[config.mk]
export PLATFORM = sky130hd
export DESIGN_NAME = cfg_serial_loader_flat
export DESIGN_NICKNAME = d
export VERILOG_FILES = /design/src/rtl/cfg_serial_loader_if.sv /design/src/rtl/cfg_serial_loader.sv /design/src/flat_wrapper.sv
export SDC_FILE = /design/constraint.sdc
export NUM_CORES = 1
export LEC_CHECK = 0
export BUFFER_PORTS_ARGS = -buffer_cell sky130_fd_sc_hd__buf_4
export CAP_MARGIN = 15
export CORE_MARGIN = 3
export CORE_UTILIZATION = 25
export CTS_CLUSTER_DIAMETER = 30
export DETAILED_ROUTE_END_ITERATION = 12
export GPL_TIMING_DRIVEN = 1
export PLACE_DENSITY_LB_ADDON = 0.15
export SLEW_MARGIN = 20
export SYNTH_ARGS = -nofsm -noshare
export SYNTH_HDL_FRONTEND = slang
export SYNTH_SLANG_ARGS = --single-unit
[constraint.sdc]
create_clock -name clk -period 2.2 [get_ports clk]
set_input_delay 0.11 -clock clk [delete_from_list [all_inputs] [get_ports clk]]
set_output_delay 0.11 -clock clk [all_outputs]
set_load 0.1 [all_outputs]
[src/rtl/cfg_serial_loader_if.sv]
// ---------------------------------------------------------------------------
// cfg_serial_loader_if
// Bundle of request, preset-table and 3-wire serial signals for
// cfg_serial_loader.
//   next_i       : request to send preset[idx], then advance idx
//   repeat_i     : request to resend preset[idx-1], idx unchanged
//   preset_idx_o : index presented to the external preset table
//   cfg_word_i   : table word for preset_idx_o
//   cfg_ena_o    : serial enable to the DUT
//   cfg_sclk_o   : serial clock to the DUT
//   cfg_data_o   : serial data to the DUT
//   busy_o       : transfer in progress
//   done_o       : one-cycle end-of-transfer pulse
// slave  = loader view, master = driver/table view.
// ---------------------------------------------------------------------------
interface cfg_serial_loader_if #(
  parameter int unsigned CFG_WIDTH = 57,
  parameter int unsigned IDX_W     = 5
);
  logic                 next_i;
  logic                 repeat_i;
  logic [IDX_W-1:0]     preset_idx_o;
  logic [CFG_WIDTH-1:0] cfg_word_i;
  logic                 cfg_ena_o;
  logic                 cfg_sclk_o;
  logic                 cfg_data_o;
  logic                 busy_o;
  logic                 done_o;

  modport slave (
    input  next_i,
    input  repeat_i,
    input  cfg_word_i,
    output preset_idx_o,
    output cfg_ena_o,
    output cfg_sclk_o,
    output cfg_data_o,
    output busy_o,
    output done_o
  );

  modport master (
    output next_i,
    output repeat_i,
    output cfg_word_i,
    input  preset_idx_o,
    input  cfg_ena_o,
    input  cfg_sclk_o,
    input  cfg_data_o,
    input  busy_o,
    input  done_o
  );
endinterface

[src/rtl/cfg_serial_loader.sv]
// ---------------------------------------------------------------------------
// cfg_serial_loader
// Fetches a preset configuration word from an external table by index and
// shifts it out over a 3-wire (enable / sclk / data) serial interface.
// Supports a sclk divider, a repeat-last-preset request and selectable bit
// order, with busy/done status.
// Ports:
//   clk   : system clock
//   reset : synchronous, active-high reset
//   bus   : cfg_serial_loader_if.slave (requests, table, serial pins, status)
// ---------------------------------------------------------------------------
module cfg_serial_loader #(
  parameter int unsigned CFG_WIDTH   = 57,
  parameter int unsigned NUM_PRESETS = 18,
  parameter int unsigned IDX_W       = 5,
  parameter int unsigned SCLK_DIV    = 1,
  parameter int unsigned MSB_FIRST   = 0
) (
  input logic              clk,
  input logic              reset,
  cfg_serial_loader_if.slave bus
);

  localparam int unsigned CNT_W = $clog2(CFG_WIDTH);
  localparam int unsigned DIV_W = (SCLK_DIV > 1) ? $clog2(SCLK_DIV) : 1;

  localparam logic [2:0] S_IDLE = 3'd0;
  localparam logic [2:0] S_LOAD = 3'd1;
  localparam logic [2:0] S_ENA  = 3'd2;
  localparam logic [2:0] S_HI   = 3'd3;
  localparam logic [2:0] S_LO   = 3'd4;
  localparam logic [2:0] S_DONE = 3'd5;

  // Registered state
  logic [2:0]           r_state;
  logic [IDX_W-1:0]     r_idx;
  logic                 r_mode_rep;
  logic [CFG_WIDTH-1:0] r_shreg;
  logic [CNT_W-1:0]     r_bit_cnt;
  logic [DIV_W-1:0]     r_div_cnt;
  logic                 r_next_q;
  logic                 r_rep_q;

  // Registered outputs
  logic [IDX_W-1:0]     r_pidx;
  logic                 r_ena;
  logic                 r_sclk;
  logic                 r_busy;
  logic                 r_done;

  // Next-state values
  logic [2:0]           w_state_nxt;
  logic [IDX_W-1:0]     w_idx_nxt;
  logic                 w_mode_rep_nxt;
  logic [CFG_WIDTH-1:0] w_shreg_nxt;
  logic [CNT_W-1:0]     w_bit_cnt_nxt;
  logic [DIV_W-1:0]     w_div_cnt_nxt;
  logic [IDX_W-1:0]     w_pidx_nxt;
  logic                 w_ena_nxt;
  logic                 w_sclk_nxt;
  logic                 w_busy_nxt;
  logic                 w_done_nxt;

  logic                 w_next_edge;
  logic                 w_rep_edge;
  logic                 w_div_last;
  logic                 w_bit_last;
  logic [IDX_W-1:0]     w_idx_prev;
  logic [IDX_W-1:0]     w_idx_succ;
  logic [CFG_WIDTH-1:0] w_shreg_shifted;
  logic                 w_data;

  // Rising-edge detection on the debounced request levels
  assign w_next_edge = bus.next_i & ~r_next_q;
  assign w_rep_edge  = bus.repeat_i & ~r_rep_q;

  assign w_div_last  = (r_div_cnt == DIV_W'(SCLK_DIV - 1));
  assign w_bit_last  = (r_bit_cnt == CNT_W'(CFG_WIDTH - 1));

  // Modulo-NUM_PRESETS neighbours of the current index
  assign w_idx_prev  = (r_idx == '0) ? IDX_W'(NUM_PRESETS - 1) : r_idx - IDX_W'(1);
  assign w_idx_succ  = (r_idx == IDX_W'(NUM_PRESETS - 1)) ? '0 : r_idx + IDX_W'(1);

  // Shift moves the already-sent bit out so the next one lands on the data tap
  assign w_shreg_shifted = (MSB_FIRST != 0) ? {r_shreg[CFG_WIDTH-2:0], 1'b0}
                                            : {1'b0, r_shreg[CFG_WIDTH-1:1]};
  assign w_data = (MSB_FIRST != 0) ? r_shreg[CFG_WIDTH-1] : r_shreg[0];

  // Next-state and next-output logic
  always_comb begin
    w_state_nxt    = r_state;
    w_idx_nxt      = r_idx;
    w_mode_rep_nxt = r_mode_rep;
    w_shreg_nxt    = r_shreg;
    w_bit_cnt_nxt  = r_bit_cnt;
    w_div_cnt_nxt  = r_div_cnt;

    case (r_state)
      S_IDLE: begin
        // next wins when both edges coincide
        if (w_next_edge) begin
          w_state_nxt    = S_LOAD;
          w_mode_rep_nxt = 1'b0;
        end else if (w_rep_edge) begin
          w_state_nxt    = S_LOAD;
          w_mode_rep_nxt = 1'b1;
        end
      end
      S_LOAD: begin
        w_shreg_nxt   = bus.cfg_word_i;
        w_bit_cnt_nxt = '0;
        w_div_cnt_nxt = '0;
        w_state_nxt   = S_ENA;
      end
      S_ENA: begin
        if (w_div_last) begin
          w_div_cnt_nxt = '0;
          w_state_nxt   = S_HI;
        end else begin
          w_div_cnt_nxt = r_div_cnt + DIV_W'(1);
        end
      end
      S_HI: begin
        if (w_div_last) begin
          w_div_cnt_nxt = '0;
          w_state_nxt   = S_LO;
        end else begin
          w_div_cnt_nxt = r_div_cnt + DIV_W'(1);
        end
      end
      S_LO: begin
        if (w_div_last) begin
          w_div_cnt_nxt = '0;
          w_shreg_nxt   = w_shreg_shifted;
          w_bit_cnt_nxt = r_bit_cnt + CNT_W'(1);
          w_state_nxt   = w_bit_last ? S_DONE : S_HI;
        end else begin
          w_div_cnt_nxt = r_div_cnt + DIV_W'(1);
        end
      end
      S_DONE: begin
        if (!r_mode_rep) begin
          w_idx_nxt = w_idx_succ;
        end
        w_state_nxt = S_IDLE;
      end
      default: begin
        w_state_nxt = S_IDLE;
      end
    endcase

    // Outputs are decoded from the next state so they register in step with it
    w_busy_nxt = (w_state_nxt != S_IDLE);
    w_ena_nxt  = (w_state_nxt == S_ENA) || (w_state_nxt == S_HI) || (w_state_nxt == S_LO);
    w_sclk_nxt = (w_state_nxt == S_HI);
    w_done_nxt = (w_state_nxt == S_DONE);
    w_pidx_nxt = ((w_state_nxt == S_LOAD) && w_mode_rep_nxt) ? w_idx_prev : w_idx_nxt;
  end

  // State and output registers; edge registers track inputs even in reset
  always_ff @(posedge clk) begin
    r_next_q <= bus.next_i;
    r_rep_q  <= bus.repeat_i;
    if (reset) begin
      r_state    <= S_IDLE;
      r_idx      <= '0;
      r_mode_rep <= 1'b0;
      r_shreg    <= '0;
      r_bit_cnt  <= '0;
      r_div_cnt  <= '0;
      r_pidx     <= '0;
      r_ena      <= 1'b0;
      r_sclk     <= 1'b0;
      r_busy     <= 1'b0;
      r_done     <= 1'b0;
    end else begin
      r_state    <= w_state_nxt;
      r_idx      <= w_idx_nxt;
      r_mode_rep <= w_mode_rep_nxt;
      r_shreg    <= w_shreg_nxt;
      r_bit_cnt  <= w_bit_cnt_nxt;
      r_div_cnt  <= w_div_cnt_nxt;
      r_pidx     <= w_pidx_nxt;
      r_ena      <= w_ena_nxt;
      r_sclk     <= w_sclk_nxt;
      r_busy     <= w_busy_nxt;
      r_done     <= w_done_nxt;
    end
  end

  assign bus.preset_idx_o = r_pidx;
  assign bus.cfg_ena_o    = r_ena;
  assign bus.cfg_sclk_o   = r_sclk;
  assign bus.cfg_data_o   = w_data;
  assign bus.busy_o       = r_busy;
  assign bus.done_o       = r_done;

endmodule
[src/flat_wrapper.sv]
// flat-port wrapper written by rule: the top's interface ports become plain ports
module cfg_serial_loader_flat 
#(
  parameter int unsigned CFG_WIDTH   = 57,
  parameter int unsigned NUM_PRESETS = 18,
  parameter int unsigned IDX_W       = 5,
  parameter int unsigned SCLK_DIV    = 1,
  parameter int unsigned MSB_FIRST   = 0
)
  (clk, reset, bus_next_i, bus_repeat_i, bus_cfg_word_i, bus_preset_idx_o, bus_cfg_ena_o, bus_cfg_sclk_o, bus_cfg_data_o, bus_busy_o, bus_done_o);
  cfg_serial_loader_if #(.CFG_WIDTH(CFG_WIDTH), .IDX_W(IDX_W)) bus_i ();
  input logic clk;
  input logic reset;
  input wire logic [$bits(bus_i.next_i)-1:0] bus_next_i;
  input wire logic [$bits(bus_i.repeat_i)-1:0] bus_repeat_i;
  input wire logic [$bits(bus_i.cfg_word_i)-1:0] bus_cfg_word_i;
  output wire logic [$bits(bus_i.preset_idx_o)-1:0] bus_preset_idx_o;
  output wire logic [$bits(bus_i.cfg_ena_o)-1:0] bus_cfg_ena_o;
  output wire logic [$bits(bus_i.cfg_sclk_o)-1:0] bus_cfg_sclk_o;
  output wire logic [$bits(bus_i.cfg_data_o)-1:0] bus_cfg_data_o;
  output wire logic [$bits(bus_i.busy_o)-1:0] bus_busy_o;
  output wire logic [$bits(bus_i.done_o)-1:0] bus_done_o;
  assign bus_i.next_i = bus_next_i;
  assign bus_i.repeat_i = bus_repeat_i;
  assign bus_i.cfg_word_i = bus_cfg_word_i;
  assign bus_preset_idx_o = bus_i.preset_idx_o;
  assign bus_cfg_ena_o = bus_i.cfg_ena_o;
  assign bus_cfg_sclk_o = bus_i.cfg_sclk_o;
  assign bus_cfg_data_o = bus_i.cfg_data_o;
  assign bus_busy_o = bus_i.busy_o;
  assign bus_done_o = bus_i.done_o;
  cfg_serial_loader #(.CFG_WIDTH(CFG_WIDTH), .NUM_PRESETS(NUM_PRESETS), .IDX_W(IDX_W), .SCLK_DIV(SCLK_DIV), .MSB_FIRST(MSB_FIRST)) u_core (.clk(clk), .reset(reset), .bus(bus_i));
endmodule
==> impl_metrics.yaml, run 1 <==
run_status:
  status: "complete, no violations"
route:
  dr.first_iter.drc_count: 244
  wl_met1_mm: 4.19
  ant_nets: 0
  maxUsedRoutingLayer: "met4"
  routed_via_density: 4.74
  wl_mm: 8.64
  routedWlPerCell_um: 13.7
  vias: 2999
  dr.pass1.iters: 4
  wl_met2_mm: 3.85
  drc: 0
  route.met3.wl_um: 530
die:
  dieArea_mm2: 0.0152
  fp.dieH_um: 123
  start_util_pct: 25.8
  io_pins: 71
  core.rowCount: 42
  core-area_mm2: 0.0133
  die_w_um: 123
layout:
  nets: 519
  syn_to_final_growth_pct: 29.4
  final_cell_mix: "dfxtp_1, buf_4, a21oi_1"
  drive_gt1_share_pct: 22.3
  fill_cells: 1427
  antenna_cells: 0
  mostFrequentLayoutCell: "dfxtp_1"
  final_core_util_pct: 33.4
min_path:
  hold_class: "in -> reg"
  min_delay_path_depth: 3
sta:
  hold_viol: 0
  max_freq_mhz: 525
  fin_crit_ps: 1900
  finalMaxSlewViolations: 0
  max_slew.worst_pin.slew_ps: 921
  skew_ps: 10.2
  rsz0062_at_grt: "false"
  fin_setup_tns_ps: 0
  report.final.setup_viol: 0
  relSlewSlack_pct: 38.6
  timing.final.crit_share_pct: 86.6
cts:
  clockBufferDepth: 2
  clk_pin_slew_ps: 70
  htreeDepth: 3
  insertion_delay_ps: 340
  cts_sinks: 83
  cts_buffers: 9
  cts_root_buf: "clkbuf_16"
  tritoncts: "done"
  postCtsSetupBuffers: 0
place:
  gp_congestion: 0.719
  port-buffer-count: 70
  dpl.hpwl_mm: 5.35
synth:
  yosys_warnings: 0
  synth_seq_area_share_pct: 48.3
  netlist_area_mm2: 0.00344
  yosys.area.top_type_share_pct: 48.3
  ys_ff_latch: 83
  avgSynthCellArea_um2: 8.75
  async_flop_share_pct: 0
  synth_edf_count: 0
  synthCells: 393
  synth_nets: 460
  synthTopCellsByArea: "dfxtp_1, a22oi_1, a21oi_1, nand2_1, nor2_1"
  synth_top_cell_by_area: "dfxtp_1"
  synth_ff_type: "dfxtp_1"
  synth.distinct_cells: 40
pwr:
  power.leakage_nw: 1.62
  power.density_mw_per_mm2: 849
  ir_worst_vdd_mv: 0.496
global_routing:
  grt_first_pass_wirelength_mm: 14.0
  grt_max_degree: 86
  grt_pass1_vias: 2753
  antenna_found_initial: 0
  track_usage_pct: 11.8
  overflow: 0
worst_setup_path:
  crit_path_start_kind: "flop"
  arrival_ps: 2110
  required_ps: 2400
  path_max_fanout: 66
  critPathSlowestCell: "buf_4"
  r2r_cells: 5
  crit_chain: "nor3b_4 > buf_4 > nand4_1 > mux2i_1 > nor2_1"
  cp-end-kind: "flop"
  crit_path_max_incr_delay_ps: 590
  worst-setup-path-type: "reg -> reg"
  rrSetupSlack_ps: 300
job:
  cap_violations: 0
## layout make-up
type	count	area [um2]	area share [%]
Clock buffer	12	256	5.76
Clock inverter	4	48.8	1.10
Inverter	7	26.3	0.590
Multi-Input combinational cell	271	1630	36.7
Sequential cell	83	1660	37.3
Tap cell	176	220	4.95
Timing Repair Buffer	80	606	13.6
## path summary, 6_finish.rpt
path,start,endpoint
setup / recovery,u_core.r_state[2]$_SDFF_PP0_,u_core.r_bit_cnt[5]$_SDFFE_PP0P_
hold / removal,bus_cfg_word_i[56],u_core.r_shreg[56]$_SDFFE_PP0P_
setup reg to reg,u_core.r_state[2]$_SDFF_PP0_,u_core.r_bit_cnt[5]$_SDFFE_PP0P_
hold reg to reg,u_core.r_shreg[33]$_SDFFE_PP0P_,u_core.r_shreg[33]$_SDFFE_PP0P_
## per-stage QoR
| stage | std cells | total power [mW] | worst slack [ps] | hold WS (ps) | cell area, um2 |
|---|---|---|---|---|---|
| after floorplan | 393 | 2.07 | 670 | 138 | 3440 |
| after global placement | 615 | 2.26 | 339 | 223 | 4130 |
| after detailed placement | 615 | 2.27 | 288 | 226 | 4130 |
| after CTS | 633 | 3.85 | 257 | 20.8 | 4450 |
| after global routing | 633 | 3.98 | 124 | 41.4 | 4450 |
| final | 633 | 3.78 | 295 | 33.4 | 4450 |
## critical path: cells and delay by family (launching register included)
kind	cells	cell delay, ps
simple gates	3	510
mux	1	180
flops	1	400
buf+inv	1	590
## layer usage
layer | GRT usage [%] | vias up
met5 | 0 | -
met4 | 3.74 | 0
met3 | 4.94 | 4
met2 | 17.2 | 78
met1 | 15.7 | 1382
li1 | - | 1535
## what timing repair did
action,4_1_cts,5_1_grt
gates resized for setup,0,0
setup endpoints to repair,0,0
hold endpoints to repair,2,0
hold buffers,2,0
## where the power goes
| part | internal, mW | total, mW | switching (mW) | leakage, nW |
|---|---|---|---|---|
| logic | 0.218 | 0.565 | 0.346 | 0.794 |
| registers | 1.61 | 1.67 | 0.0574 | 0.676 |
| clock network | 0.940 | 1.55 | 0.609 | 0.153 |
| total | 2.77 | 3.78 | 1.01 | 1.62 |
## cells in the mapped netlist, types with 2 or more instances
cell / count
a211oi_1: 4
a21oi_1: 66
a22oi_1: 58
a31oi_1: 3
and3_1: 2
buf_2: 15
clkbuf_1: 16
dfxtp_1: 83
ha_1: 6
inv_1: 7
nand2_1: 59
nand2b_1: 2
nand3_1: 3
nand3b_1: 5
nand4_1: 3
nor2_1: 22
nor2b_1: 4
nor3_1: 4
nor3b_2: 2
o211ai_1: 2
o21ai_0: 3
o31ai_1: 4
xor2_1: 3
## logic make-up (layout without fill, tap and decap cells)
logic type / Yosys count / after routing / share of synthesized area, %
XOR/XNOR: 4 / 4 / 1.02
adder cells (fa/ha/maj): 6 / 6 / 2.18
AND/OR/NAND/NOR: 115 / 115 / 16.4
AO/OA/AOI/OAI: 144 / 144 / 26.6
buffers and inverters: 39 / 103 / 4.80
flip-flops: 83 / 83 / 48.3
multiplexers: 2 / 2 / 0.618
## flip-flops by register name (all words and copies together), names as in the netlist, 3 cells and up
register and cells:
u_core.r_shreg 57, u_core.bus.preset_idx_o 5, u_core.r_state 3, u_core.r_idx 5
u_core.r_bit_cnt 6
Note: power is estimated with default switching activity, not from simulation.
==> run 2: changes to the inputs <==
--- a/config.mk
+++ b/config.mk
@@ -7,6 +7,7 @@
 export LEC_CHECK = 0
 export BUFFER_PORTS_ARGS = -buffer_cell sky130_fd_sc_hd__buf_4
 export CAP_MARGIN = 15
+export CORE_ASPECT_RATIO = 1.2
 export CORE_MARGIN = 3
 export CORE_UTILIZATION = 25
 export CTS_CLUSTER_DIAMETER = 30
==> run 2 against run 1 <==
Effect of this change:
- die area about the same
- maximum frequency decreased by 2.6%
- sequential power about the same
- global-route usage decreased by 0.58 points
- setup slack got worse by 51 ps
- clock skew decreased by 1.5 ps
- routed wire length decreased by 1.7%
- register-to-register slack got worse by 50 ps
- sequential share of layout area increased by 0.36 points
==> impl_metrics.yaml, run 2 (synthesis gave the netlist of run 1 again) <==
run_status:
  status: "complete, no violations"
layout:
  syn_to_final_growth_pct: 28.2
  antenna_cells: 0
  mostFrequentLayoutCell: "dfxtp_1"
  regMostFlops: "u_core.r_shreg"
  final_cell_mix: "dfxtp_1, buf_4, a21oi_1"
  reg.largest.list: "u_core.r_shreg x57, u_core.r_bit_cnt x6"
  nets: 515
  fill_cells: 1441
  largest_reg_flops: 57
  drive_gt1_share_pct: 21.9
worst_setup_path:
  worst-setup-path-type: "reg -> reg"
  required_ps: 2460
  arrival_ps: 2220
  cp-end-kind: "flop"
  crit_path_start_kind: "flop"
  path_max_fanout: 35
  rrSetupSlack_ps: 240
cts:
  insertion_delay_ps: 340
  htreeDepth: 3
  cts_sinks: 83
  clk_pin_slew_ps: 70
  cts_root_buf: "clkbuf_16"
  tritoncts: "done"
  cts_buffers: 9
  clockBufferDepth: 2
  postCtsSetupBuffers: 0
pwr:
  power.total_mw: 3.63
  ir_worst_vdd_mv: 0.304
  power.density_mw_per_mm2: 824
  power.leakage_nw: 1.58
global_routing:
  overflow: 0
  grt_first_pass_wirelength_mm: 13.7
  track_usage_pct: 11.2
  grt_pass1_vias: 2877
  grt_max_degree: 86
  antenna_found_initial: 0
die:
  core.rowCount: 46
  die_w_um: 113
  core-area_mm2: 0.0134
  io_pins: 71
  start_util_pct: 25.8
  dieArea_mm2: 0.0152
  fp.dieH_um: 134
sta:
  finalMaxSlewViolations: 0
  relSlewSlack_pct: 38.0
  fin_crit_ps: 1960
  report.final.setup_viol: 0
  skew_ps: 8.65
  rsz0062_at_grt: "false"
  timing.final.crit_share_pct: 88.9
  max_freq_mhz: 511
  max_slew.worst_pin.slew_ps: 930
  fin_setup_tns_ps: 0
  hold_viol: 0
place:
  port-buffer-count: 70
  dpl.hpwl_mm: 5.30
  gp_congestion: 0.748
route:
  routedWlPerCell_um: 13.7
  drc: 0
  dr.pass1.iters: 4
  routed_via_density: 4.90
  ant_nets: 0
  wl_mm: 8.50
  vias: 3042
  dr.first_iter.drc_count: 168
job:
  cap_violations: 0
min_path:
  hold_class: "in -> reg"
## run 2: cell types whose count changed in the layout (fill, tap and decap cells not counted), sizes merged
cell,before,now
inv,7,8
bufinv,1,0
buf,78,74
clkinvlp,0,4
clkbuf,12,9
clkinv,3,2
## run 2: cell type report
cell class | instances | area [um2] | area share, %
clock buffer | 9 | 225 | 5.11
clock inverter | 7 | 52.6 | 1.19
inverter | 7 | 26.3 | 0.596
multi-input combinational | 271 | 1630 | 37.0
sequential | 83 | 1660 | 37.7
tap | 168 | 210 | 4.77
timing repair buffer | 76 | 601 | 13.6
## run 2: what timing repair did
item	in CTS	in global routing
resized for setup	0	0
hold buffers	2	0
endpoints found under the hold margin	2	0
## run 2: metrics by stage
stage | instances | util [%] | area, um2 | worst slack, ps | hold WS (ps)
floorplan | 393 | - | 3440 | 670 | 138
global placement | 603 | 30.8 | 4110 | 312 | 223
detailed placement | 603 | 30.8 | 4110 | 246 | 224
CTS | 621 | 33.0 | 4410 | 232 | 29.3
global route | 621 | 33.0 | 4410 | 39.4 | 36.1
finish | 621 | 33.0 | 4410 | 244 | 43.2
## run 2: worst paths after layout
kind,startpoint,to,cells after the start
worst max register to register,u_core.r_state[1]$_SDFF_PP0_,u_core.r_shreg[25]$_SDFFE_PP0P_,5
worst min-delay path,bus_cfg_word_i[32],u_core.r_shreg[32]$_SDFFE_PP0P_,3
worst max-delay path,u_core.r_state[1]$_SDFF_PP0_,u_core.r_shreg[25]$_SDFFE_PP0P_,5
worst min register to register,u_core.r_shreg[17]$_SDFFE_PP0P_,u_core.r_shreg[17]$_SDFFE_PP0P_,2
## run 2: power breakdown
| part | internal (mW) | leakage, nW | switching [mW] | total (mW) |
|---|---|---|---|---|
| logic | 0.217 | 0.783 | 0.330 | 0.547 |
| clock network | 0.768 | 0.124 | 0.637 | 1.41 |
| registers | 1.61 | 0.676 | 0.0729 | 1.68 |
## run 2: metal layers
metal  share of wire [%]  wire length (um)  vias to the layer above  track usage [%]
li1                    -                 -                     1530                -
met4                 1.7               143                        0             4.81
met3                 4.8               412                       10             2.96
met1                  46              3930                     1441             14.2
met2                  47              4020                       61             17.9
met5                   0                 0                        -                0
## run 2: critical path, stage by stage, from the launching register on
cell and delay, ps:
dfxtp_1 680, nor3b_4 130, nor2_4 550, buf_12 270, nand2_1 80, a21oi_1 130
==> run 3: changes to the inputs <==
--- a/config.mk
+++ b/config.mk
@@ -7,7 +7,7 @@
 export LEC_CHECK = 0
 export BUFFER_PORTS_ARGS = -buffer_cell sky130_fd_sc_hd__buf_4
 export CAP_MARGIN = 15
-export CORE_ASPECT_RATIO = 1.2
+export CORE_ASPECT_RATIO = 1.1
 export CORE_MARGIN = 3
 export CORE_UTILIZATION = 25
 export CTS_CLUSTER_DIAMETER = 30
==> run 3 against run 2 <==
Effect of this change:
- register-to-register slack improved by 120 ps
- sequential share of layout area shrank 0.90 points
- total power rose by 5.5%
- hold slack better by 6.5 ps
==> impl_metrics.yaml, run 3 (synthesis gave the netlist of run 1 again) <==
layout:
  syn_to_final_growth_pct: 31.3
  largest_reg_flops: 57
  multi_input_comb_area_mm2: 0.00163
  antenna_cells: 0
  drive_gt1_share_pct: 22.5
  reg.largest.list: "u_core.r_shreg x57, u_core.r_bit_cnt x6"
  fill_cells: 1440
  mostFrequentLayoutCell: "dfxtp_1"
  nets: 521
  final_cell_mix: "dfxtp_1, buf_4, a21oi_1"
  seqCellArea_mm2: 0.00166
  regMostFlops: "u_core.r_shreg"
  layout.cells.non_filler: 642
pwr:
  power.leakage_nw: 1.64
  power.density_mw_per_mm2: 849
  ir_worst_vdd_mv: 0.350
global_routing:
  grt_pass1_vias: 2972
  grt_first_pass_wirelength_mm: 14.2
  overflow: 0
  grt_max_degree: 86
  track_usage_pct: 11.4
  antenna_found_initial: 0
route:
  routedWlPerCell_um: 13.1
  vias: 3013
  routed_via_density: 4.69
  drc: 0
  wl_mm: 8.41
  ant_nets: 0
  dr.first_iter.drc_count: 195
  dr.pass1.iters: 4
worst_setup_path:
  critPathSlowestCell: "dfxtp_1"
  path_buf_inv: 1
  cp-end-kind: "flop"
  arrival_ps: 2030
  worst-setup-path-type: "reg -> reg"
  crit_chain: "nor3b_4 > buf_12 > nand4_1 > mux2i_1 > nor2_1"
  required_ps: 2380
  crit_path_max_incr_delay_ps: 630
  path_max_fanout: 66
  crit_path_start_kind: "flop"
  critPathTopFamily: "flip-flops"
cts:
  clockBufferDepth: 2
  postCtsSetupBuffers: 0
  insertion_delay_ps: 330
  tritoncts: "done"
  htreeDepth: 3
  clk_pin_slew_ps: 60
  cts_buffers: 9
  cts_sinks: 83
  cts_root_buf: "clkbuf_16"
sta:
  rsz0062_at_grt: "false"
  fin_setup_tns_ps: 0
  max_slew.worst_pin.slew_ps: 909
  relSlewSlack_pct: 39.4
  report.final.setup_viol: 0
  skew_ps: 6.07
  timing.final.crit_share_pct: 83.7
  finalMaxSlewViolations: 0
  fin_crit_ps: 1840
  hold_viol: 0
  max_freq_mhz: 543
min_path:
  hold_class: "in -> reg"
place:
  dpl.hpwl_mm: 5.44
  placed_cells: 625
  port-buffer-count: 70
  gp_congestion: 0.705
die:
  start_util_pct: 25.8
  core.rowCount: 44
  die_w_um: 118
  fp.dieH_um: 129
  core-area_mm2: 0.0133
  io_pins: 71
  dieArea_mm2: 0.0152
job:
  cap_violations: 0
run_status:
  status: "complete, no violations"
-- run 3: what timing repair did --
item / in CTS / in global routing
endpoints found under the hold margin: 2 / 0
hold buffers: 2 / 0
gates resized for setup: 0 / 0
-- run 3: final cells by class --
class / instances / area share (%)
tap: 184 / 5.10
clock inverter: 5 / 1.75
multi-input combinational: 271 / 36.1
inverter: 7 / 0.582
timing repair buffer: 82 / 14.6
clock buffer: 10 / 5.07
sequential: 83 / 36.8
-- run 3: where the power goes --
group	leakage [nW]	switching [mW]	internal, mW	total, mW
combinational	0.816	0.334	0.243	0.577
sequential	0.676	0.0709	1.61	1.68
clock	0.152	0.590	0.986	1.58
-- run 3: final timing paths --
path | start | end | slack [ps] | cells after the start
worst min-delay path | bus_cfg_word_i[56] | u_core.r_shreg[56]$_SDFFE_PP0P_ | 50 | 3
worst min register to register | u_core.r_shreg[37]$_SDFFE_PP0P_ | u_core.r_shreg[37]$_SDFFE_PP0P_ | 450 | 2
worst max register to register | u_core.r_state[2]$_SDFF_PP0_ | u_core.r_bit_cnt[5]$_SDFFE_PP0P_ | 360 | 5
worst max-delay path | u_core.r_state[2]$_SDFF_PP0_ | u_core.r_bit_cnt[5]$_SDFFE_PP0P_ | 360 | 5
-- run 3: per-layer routing --
metal | global-route usage (%) | up-vias | routed length, um
li1 | - | 1533 | -
met4 | 5.38 | 0 | 157
met3 | 2.88 | 12 | 410
met1 | 14.2 | 1404 | 3820
met2 | 18.8 | 64 | 4020
met5 | 0 | - | 0
-- run 3: worst register-to-register path, stage by stage, from the launching register on --
cell and delay [ps]:
dfxtp_1 630, nor3b_4 370, buf_12 320, nand4_1 170, mux2i_1 160, nor2_1 50
-- run 3: stage by stage --
| stage | util (%) | area [um2] | hold slack, ps | setup WS, ps | total power, mW |
|---|---|---|---|---|---|
| 2_1_floorplan | - | 3440 | 138 | 670 | 2.07 |
| 3_3_place_gp | 31.4 | 4190 | 224 | 383 | 2.28 |
| 3_5_place_dp | 31.4 | 4190 | 224 | 354 | 2.30 |
| 4_1_cts | 33.9 | 4520 | 33.2 | 338 | 3.92 |
| 5_1_grt | 33.9 | 4520 | 50.4 | 182 | 4.04 |
| 6_report | 33.9 | 4520 | 49.7 | 359 | 3.83 |
